$ cat src/rtl/spi_ram_arb_pkg.sv
// Shared defaults and owner encoding for the two-master RAM arbiter.
package spi_ram_arb_pkg;

    localparam int ADDR_W_DEF   = 14;
    localparam int DATA_W_DEF   = 32;
    localparam int NUMWORDS_DEF = 10240;

    // Which master owns the read currently in flight (if any).
    typedef enum logic [1:0] {
        OWN_M0   = 2'd0,
        OWN_M1   = 2'd1,
        OWN_NONE = 2'd2
    } owner_e;

endpackage

$ cat src/rtl/spi_ram_rr_arbiter.sv
// Two-way grant logic. The grant is combinational from the live requests and
// the last_grant register; ARB_MODE selects round-robin (0) or m0 priority (1).
module spi_ram_rr_arbiter
    import spi_ram_arb_pkg::*;
#(
    parameter int ARB_MODE = 0
) (
    input  logic   clk,
    input  logic   reset_n,
    input  logic   req0_i,
    input  logic   req1_i,
    output logic   gnt0_o,
    output logic   gnt1_o,
    output owner_e owner_o
);

    // 1 means m1 was granted last; the reset value lets m0 win the first conflict.
    logic last_grant_q;
    logic last_grant_d;

    // Grant decision: a lone requester always wins, a conflict is resolved by mode.
    always_comb begin
        gnt0_o = 1'b0;
        gnt1_o = 1'b0;
        if (reset_n) begin
            if (req0_i && req1_i) begin
                if ((ARB_MODE == 1) || last_grant_q) begin
                    gnt0_o = 1'b1;
                end else begin
                    gnt1_o = 1'b1;
                end
            end else begin
                gnt0_o = req0_i;
                gnt1_o = req1_i;
            end
        end
    end

    // Owner encoding and the next last_grant value (held when nobody is granted).
    always_comb begin
        owner_o      = OWN_NONE;
        last_grant_d = last_grant_q;
        if (gnt0_o) begin
            owner_o      = OWN_M0;
            last_grant_d = 1'b0;
        end else if (gnt1_o) begin
            owner_o      = OWN_M1;
            last_grant_d = 1'b1;
        end
    end

    // last_grant register.
    always_ff @(posedge clk or negedge reset_n) begin
        if (!reset_n) begin
            last_grant_q <= 1'b1;
        end else begin
            last_grant_q <= last_grant_d;
        end
    end

endmodule

$ cat src/rtl/spi_platform_designer_ram_arbiter.sv
// Two Avalon-MM style masters sharing one single-port RAM. One access per
// cycle, the winner drives the RAM combinationally, and read data returns one
// cycle later to whichever master issued it. Out-of-range accesses are
// accepted but never reach the RAM; reads of them return zero.
module spi_platform_designer_ram_arbiter
    import spi_ram_arb_pkg::*;
#(
    parameter int ADDR_W   = ADDR_W_DEF,
    parameter int DATA_W   = DATA_W_DEF,
    parameter int NUMWORDS = NUMWORDS_DEF,
    parameter int ARB_MODE = 0
) (
    input  logic                clk,
    input  logic                reset_n,

    input  logic [ADDR_W-1:0]   m0_address,
    input  logic [DATA_W/8-1:0] m0_byteenable,
    input  logic                m0_read,
    input  logic                m0_write,
    input  logic [DATA_W-1:0]   m0_writedata,
    output logic                m0_waitrequest,
    output logic [DATA_W-1:0]   m0_readdata,
    output logic                m0_readdatavalid,

    input  logic [ADDR_W-1:0]   m1_address,
    input  logic [DATA_W/8-1:0] m1_byteenable,
    input  logic                m1_read,
    input  logic                m1_write,
    input  logic [DATA_W-1:0]   m1_writedata,
    output logic                m1_waitrequest,
    output logic [DATA_W-1:0]   m1_readdata,
    output logic                m1_readdatavalid,

    output logic [ADDR_W-1:0]   ram_address,
    output logic [DATA_W/8-1:0] ram_byteenable,
    output logic                ram_chipselect,
    output logic                ram_write,
    output logic [DATA_W-1:0]   ram_writedata,
    output logic                ram_clken,
    input  logic [DATA_W-1:0]   ram_readdata,

    output logic                oor_err
);

    logic   gnt0;
    logic   gnt1;
    logic   any_gnt;
    owner_e gnt_owner;

    logic [ADDR_W-1:0]   sel_addr;
    logic [DATA_W/8-1:0] sel_be;
    logic [DATA_W-1:0]   sel_wdata;
    logic                sel_write;
    logic                sel_oor;

    owner_e pend_owner_q, pend_owner_d;
    logic   pend_oor_q,   pend_oor_d;
    logic   oor_err_q,    oor_err_d;

    logic [DATA_W-1:0] rd_gated;

    spi_ram_rr_arbiter #(
        .ARB_MODE (ARB_MODE)
    ) u_arb (
        .clk     (clk),
        .reset_n (reset_n),
        .req0_i  (m0_read | m0_write),
        .req1_i  (m1_read | m1_write),
        .gnt0_o  (gnt0),
        .gnt1_o  (gnt1),
        .owner_o (gnt_owner)
    );

    assign any_gnt = gnt0 | gnt1;

    // Route the winning master's request; write wins when read and write are both high.
    always_comb begin
        sel_addr  = m0_address;
        sel_be    = m0_byteenable;
        sel_wdata = m0_writedata;
        sel_write = m0_write;
        if (gnt1) begin
            sel_addr  = m1_address;
            sel_be    = m1_byteenable;
            sel_wdata = m1_writedata;
            sel_write = m1_write;
        end
    end

    assign sel_oor = (32'(sel_addr) >= NUMWORDS);

    assign ram_address    = sel_addr;
    assign ram_byteenable = sel_be;
    assign ram_writedata  = sel_wdata;
    assign ram_chipselect = any_gnt & ~sel_oor;
    assign ram_write      = any_gnt & ~sel_oor & sel_write;
    assign ram_clken      = reset_n;

    assign m0_waitrequest = ~gnt0;
    assign m1_waitrequest = ~gnt1;

    // Track who owns the read returning next cycle and the sticky range error.
    always_comb begin
        pend_owner_d = OWN_NONE;
        pend_oor_d   = 1'b0;
        if (any_gnt && !sel_write) begin
            pend_owner_d = gnt_owner;
            pend_oor_d   = sel_oor;
        end
        oor_err_d = oor_err_q | (any_gnt & sel_oor);
    end

    // Pending-read and error registers; reset drops any read in flight.
    always_ff @(posedge clk or negedge reset_n) begin
        if (!reset_n) begin
            pend_owner_q <= OWN_NONE;
            pend_oor_q   <= 1'b0;
            oor_err_q    <= 1'b0;
        end else begin
            pend_owner_q <= pend_owner_d;
            pend_oor_q   <= pend_oor_d;
            oor_err_q    <= oor_err_d;
        end
    end

    // The RAM was never selected for an out-of-range read, so its output is stale.
    assign rd_gated = pend_oor_q ? '0 : ram_readdata;

    assign m0_readdatavalid = (pend_owner_q == OWN_M0);
    assign m1_readdatavalid = (pend_owner_q == OWN_M1);
    assign m0_readdata      = m0_readdatavalid ? rd_gated : '0;
    assign m1_readdata      = m1_readdatavalid ? rd_gated : '0;
    assign oor_err          = oor_err_q;

endmodule

$ cat config.mk
export PLATFORM = sky130hd
export DESIGN_NAME = spi_platform_designer_ram_arbiter
export DESIGN_NICKNAME = d
export VERILOG_FILES = /design/src/rtl/spi_ram_arb_pkg.sv /design/src/rtl/spi_ram_rr_arbiter.sv /design/src/rtl/spi_platform_designer_ram_arbiter.sv
export SDC_FILE = /design/constraint.sdc
export NUM_CORES = 1
export LEC_CHECK = 0
export CAP_MARGIN = 15
export CORE_AREA = 2 2 102 104
export DETAILED_ROUTE_END_ITERATION = 8
export DIE_AREA = 0 0 104 106
export HOLD_SLACK_MARGIN = 0.06
export PLACE_DENSITY = 0.64
export SETUP_SLACK_MARGIN = 0.4
export SYNTH_ARGS = -nofsm -noshare
export SYNTH_HDL_FRONTEND = slang
export SYNTH_SLANG_ARGS = --single-unit
$ cat constraint.sdc
create_clock -name clk -period 1.6 [get_ports clk]
set_clock_uncertainty 0.05 [all_clocks]
set_input_delay 0.24 -clock clk [delete_from_list [all_inputs] [get_ports clk]]
set_output_delay 0.24 -clock clk [all_outputs]
set_load 0.02 [all_outputs]
==> impl_metrics.py, run 1 <==
metrics = {
    "run_status": {
        "outcome": "finished, violations left",
        "violations": "negative setup slack",
    },
    "sta": {
        "fin_tns_setup_ps": -36710,
        "timing.final.crit_period_ps": 2140,
        "tightest_slew_ps": 636,
        "post-route-worst-setup-slack_ps": -540,
        "setup_violations": 121,
        "fin_crit_sh": 1.34,
        "drv_slew": 0,
        "hold_viol_final": 0,
        "slew_headroom": 0.572,
        "fmax_mhz": 467,
        "rsz0062_at_grt": "true",
        "fin_hold_ws_ps": 157,
    },
    "synth": {
        "synth_seq_cells": 5,
        "syn_nets": 334,
        "yosysWarnings": 0,
        "synth_seq_area_share": 0.0791,
        "avgSynthCellArea_um2": 8.23,
        "yosysUniqueCellTypes": 25,
        "synthesis.area_mm2": 0.00161,
        "synthCells": 196,
    },
    "layout": {
        "nets": 690,
        "synthToLayoutAreaGrowth_pct": 291,
        "fill_cells": 798,
        "drive_gt1_frac": 0.684,
        "layout_common_cells": "buf_6 (169), clkdlybuf4s50_1 (132), nor2_4 (64)",
        "design_area_mm2": 0.00631,
        "mostFrequentLayoutCell": "buf_6",
        "diodes": 0,
    },
    "route": {
        "drtAntennaViolNets": 0,
        "routed_wl_mm": 11.5,
        "wl_per_cell_um": 16.8,
        "drt_iter0_markers": 80,
        "vias": 2859,
        "dr.pass1.iters": 4,
        "drc_errors": 0,
        "avgViaCountPerCell": 4.16,
    },
    "worst_setup_path": {
        "worst-path-max-fanout": 8,
        "critPathBufInv": 4,
        "critPathMaxStageDelay_ps": 540,
        "cp_cell_sequence": "o21ai_2 -> nand3b_1 -> buf_12 -> buf_12 -> buf_8 -> mux2_4 -> buf_6",
        "critical_path.top_delay_family": "flip-flops",
        "cp.arrival_ps": 1850,
        "critPathCaptureType": "output port",
        "start_kind": "flip-flop",
        "cp.required_ps": 1310,
        "crit_slowest_cell": "dfstp_2",
        "crit_top_cell": "buf_12",
        "timing_worst_setup_path_type": "reg -> out",
    },
    "grt": {
        "grtUsageTotal": 0.177,
        "first_global_vias": 2928,
        "grt_pass1_wl_mm": 15.5,
        "grt_antenna_before_repair": 0,
        "grt_overflow": 0,
        "grt_max_degree": 33,
    },
    "power": {
        "p_leak_uw": 0.00284,
        "cellPowerDensity_mw_per_mm2": 392,
        "ir_drop_mv": 0.218,
        "power_uw": 2480,
    },
    "cts": {
        "cts_tree": "done",
        "numCtsBuffers": 3,
        "clock_path_buffers": 2,
        "clock-sinks": 5,
        "clock_latency_ps": 220,
        "htreeDepth": 1,
        "clk_transition_reported_paths_ps": 30,
        "cts_root_buf": "clkbuf_8",
    },
    "floorplan": {
        "die_h_um": 106,
        "row_count": 37,
        "die_area_mm2": 0.0110,
        "initial_core_util": 0.161,
        "coreArea_mm2": 0.0100,
        "pin_count": 260,
        "fp.dieW_um": 104,
    },
    "placed_design": {
        "io_buffers": 259,
        "dp_hpwl_mm": 8.19,
        "globalplace.congestion": 0.802,
        "dpl_worst_slack_ps": -904,
        "place_area_mm2": 0.00509,
    },
    "run": {
        "max_cap_violations": 0,
    },
    "hold_path": {
        "min_path_type": "in -> async",
    },
}
layout make-up:
| class | count | area (um2) | share of cell area |
|---|---|---|---|
| clock buffer | 4 | 45.0 | 0.00713 |
| inverter | 4 | 22.5 | 0.00357 |
| multi-input combinational | 170 | 1960 | 0.310 |
| sequential | 5 | 128 | 0.0202 |
| tap | 136 | 170 | 0.0270 |
| timing repair buffer | 368 | 3990 | 0.632 |
path summary, 6_finish.rpt:
check | startpoint | to | slack (ps) | depth (start not counted)
min | reset_n | pend_owner_q[0] | 160 | 3
max | u_arb.last_grant_q | ram_writedata[14] | -540 | 7
max reg2reg | u_arb.last_grant_q | oor_err | -410 | 11
min reg2reg | oor_err | oor_err | 420 | 1
min in group clk | oor_err | oor_err | 420 | 1
max in group asynchronous | reset_n | u_arb.last_grant_q | 1140 | 3
layer usage:
layer | global-route usage | share of wire | vias to the layer above
met2 | 0.378 | 0.57 | 161
met5 | 0 | 0 | -
met4 | 0.0212 | 0.0099 | 0
li1 | - | - | 1357
met1 | 0.158 | 0.32 | 1332
met3 | 0.0674 | 0.098 | 9
logic make-up (layout without fill, tap and decap cells):
family	Yosys count	count (layout)	synth area share
multiplexers	51	51	0.462
buffers and inverters	22	376	0.106
flip-flops	5	5	0.0791
AO/OA/AOI/OAI	11	11	0.0434
AND/OR/NAND/NOR	107	108	0.310
per-stage QoR:
step	std cells	util
3_3_place_gp	609	0.509
3_5_place_dp	609	0.509
4_1_cts	663	0.568
5_1_grt	687	0.631
2_1_floorplan	196	-
6_report	687	0.631
state kept, by name, indices dropped and copies added, names as in the netlist:
name                count
u_arb.last_grant_q      1
pend_oor_q              1
pend_owner_q            2
oor_err                 1
where the power goes:
group / switching [uW] / internal (uW) / leakage, uW
sequential: 6.71 / 140 / 0.0000569
combinational: 851 / 1250 / 0.00276
clock: 57.2 / 171 / 0.0000228
cells in the mapped netlist, drive strengths merged:
library cell	instances	area share
nor2b	1	0.0039
inv	4	0.0093
o21ai	5	0.016
o221ai	1	0.0054
nand4	1	0.0039
dfstp	2	0.033
nand2b	34	0.13
nor2	68	0.16
or2	1	0.0039
nand3b	1	0.0047
clkbuf	11	0.026
mux2	50	0.46
a21bo	1	0.0062
a21o	1	0.0047
dfrtp	3	0.047
buf	7	0.071
o41ai	1	0.0054
nand3	1	0.0031
a21oi	2	0.0062
mux2i	1	0.0062
worst reg2reg max path: stages (launching register included):
cell and delay, ps:
dfstp_2 370, o21ai_2 70, nand3b_1 180, buf_6 180, buf_16 140, buf_8 120
mux2i_4 180, buf_6 150, buf_6 100, buf_6 100, buf_6 100, a21o_1 140
what timing repair did:
| item | CTS | global route |
|---|---|---|
| pin swaps | 4 | 15 |
| hold buffers | 0 | 0 |
| gates cloned | 3 | 0 |
| setup buffers | 47 | 24 |
| endpoints found under the setup margin | 127 | 126 |
| gates resized for setup | 678 | 154 |
No activity file was read; power rests on OpenSTA's default activity.
==> run 2: changes to the inputs <==
--- a/config.mk
+++ b/config.mk
@@ -6,11 +6,11 @@
 export NUM_CORES = 1
 export LEC_CHECK = 0
 export CAP_MARGIN = 15
-export CORE_AREA = 2 2 102 104
+export CORE_AREA = 2 2 101 103
 export DETAILED_ROUTE_END_ITERATION = 8
-export DIE_AREA = 0 0 104 106
+export DIE_AREA = 0 0 103 105
 export HOLD_SLACK_MARGIN = 0.06
-export PLACE_DENSITY = 0.64
+export PLACE_DENSITY = 0.63
 export SETUP_SLACK_MARGIN = 0.4
 export SYNTH_ARGS = -nofsm -noshare
 export SYNTH_HDL_FRONTEND = slang
==> constraint.sdc (replaced) <==
create_clock -name clk -period 2.36 [get_ports clk]
set_clock_uncertainty 0.05 [all_clocks]
set_input_delay 0.354 -clock clk [delete_from_list [all_inputs] [get_ports clk]]
set_output_delay 0.354 -clock clk [all_outputs]
set_load 0.02 [all_outputs]
==> impl_metrics.py, run 2 (synthesis results as in run 1) <==
metrics = {
    "run_status": {
        "outcome": "finished clean",
    },
    "sta": {
        "slew_headroom": 0.561,
        "fin_hold_ws_ps": 155,
        "fmax_mhz": 430,
        "tightest_slew_ps": 651,
        "timing.final.crit_period_ps": 2320,
        "rsz0062_at_grt": "true",
        "setup_violations": 0,
        "post-route-worst-setup-slack_ps": 35.8,
        "hold_viol_final": 0,
        "fin_crit_sh": 0.985,
        "fin_tns_setup_ps": 0,
        "drv_slew": 0,
    },
    "grt": {
        "grtUsageTotal": 0.146,
        "grt_antenna_before_repair": 0,
        "grt_pass1_wl_mm": 12.6,
        "grt_overflow": 0,
        "first_global_vias": 2587,
        "grt_max_degree": 34,
    },
    "worst_setup_path": {
        "cp_cell_sequence": "o21ai_2 -> nand3b_1 -> buf_4 -> buf_6 -> buf_16 -> buf_12 -> buf_12 -> mux2_4 -> buf_6",
        "crit_slowest_cell": "dfstp_2",
        "worst-path-max-fanout": 6,
        "critPathCaptureType": "output port",
        "cp.required_ps": 1960,
        "start_kind": "flip-flop",
        "timing_worst_setup_path_type": "reg -> out",
        "cp.arrival_ps": 1920,
        "critPathMaxStageDelay_ps": 540,
    },
    "route": {
        "routed_wl_mm": 8.81,
        "wl_per_cell_um": 14.2,
        "wl_met2_mm": 4.96,
        "vias": 2537,
        "dr.pass1.iters": 4,
        "drtAntennaViolNets": 0,
        "avgViaCountPerCell": 4.09,
        "highest_layer": "met4",
        "route.met3.wl_um": 943,
        "wl_met1_mm": 2.88,
        "drt_iter0_markers": 40,
        "drc_errors": 0,
    },
    "cts": {
        "numCtsBuffers": 3,
        "cts_hold_buf": 0,
        "cts_tree": "done",
        "cts_root_buf": "clkbuf_8",
        "clock_path_buffers": 2,
        "clock_latency_ps": 220,
        "htreeDepth": 1,
        "clk_transition_reported_paths_ps": 40,
        "clock-sinks": 5,
    },
    "power": {
        "ir_drop_mv": 0.209,
        "power_uw": 1420,
        "p_leak_uw": 0.00254,
        "cellPowerDensity_mw_per_mm2": 289,
    },
    "placed_design": {
        "place_inst": 591,
        "dp_hpwl_mm": 6.94,
        "globalplace.congestion": 0.772,
        "io_buffers": 259,
        "dpl_worst_slack_ps": -362,
    },
    "layout": {
        "fill_cells": 965,
        "largest_reg_flops": 2,
        "nets": 627,
        "layout_common_cells": "clkdlybuf4s50_1 (134), nor2_1 (68), buf_6 (65)",
        "synthToLayoutAreaGrowth_pct": 204,
        "mostFrequentLayoutCell": "clkdlybuf4s50_1",
        "regMostFlops": "pend_owner_q",
        "diodes": 0,
        "drive_gt1_frac": 0.340,
        "fin_cells": 621,
    },
    "floorplan": {
        "initial_core_util": 0.167,
        "pin_count": 260,
        "fp.dieW_um": 103,
        "die_h_um": 105,
        "coreArea_mm2": 0.00964,
        "die_area_mm2": 0.0108,
        "row_count": 36,
    },
    "run": {
        "max_cap_violations": 0,
    },
    "hold_path": {
        "min_path_type": "in -> async",
    },
}
-- run 2: changes by cell type in the layout (fill, tap and decap cells not counted), moves of 9 or more --
cell / delta
buf_2: -11
buf_6: -104
dlygate4sd2_1: +58
nand2b_1: +9
nor2_1: +66
nor2_4: -64
-- run 2: critical path: cells and delay by family, from the launching register on --
family | cells | cell delay, ps
AOI/OAI and AO/OA | 1 | 60
buffers and inverters | 6 | 680
DFF | 1 | 540
muxes | 1 | 300
and+or+nand+nor | 1 | 120
-- run 2: final timing paths --
path	start	end	slack, ps	depth (start not counted)
max in group asynchronous	reset_n	u_arb.last_grant_q	1890	2
min in group clk	oor_err	oor_err	410	1
max reg2reg	u_arb.last_grant_q	oor_err	480	10
min	reset_n	pend_oor_q	150	2
min reg2reg	oor_err	oor_err	410	1
max	u_arb.last_grant_q	ram_writedata[19]	40	9
-- run 2: report_power, final --
group,internal (uW),total [uW],switching [uW]
Sequential,95.4,106,10.9
Clock,116,156,40.6
Combinational,717,1160,439
Total,928,1420,490
-- run 2: layout make-up --
type | instances | area [um2] | area share
Inverter | 4 | 15.0 | 0.00306
Clock buffer | 4 | 45.0 | 0.00919
Multi-Input combinational cell | 170 | 1380 | 0.282
Sequential cell | 5 | 131 | 0.0268
Timing Repair Buffer | 305 | 3160 | 0.645
Tap cell | 133 | 166 | 0.0340
-- run 2: per-layer routing --
layer	vias up	GRT usage
li1	1231	-
met1	1168	0.142
met2	134	0.296
met3	4	0.0421
met4	0	0.0235
met5	-	0
-- run 2: metrics by stage --
stage | instance area, um2 | util
after CTS | 4790 | 0.497
after global placement | 4420 | 0.459
after floorplan | 1610 | -
after detailed placement | 4420 | 0.459
final | 4900 | 0.508
after global routing | 4900 | 0.508
-- run 2: repair_timing --
| action | in CTS | in global routing |
|---|---|---|
| resized for setup | 422 | 25 |
| setup buffers | 16 | 5 |
| pin swaps | 5 | 4 |
| cloned | 4 | 1 |
| setup endpoints to repair | 121 | 111 |
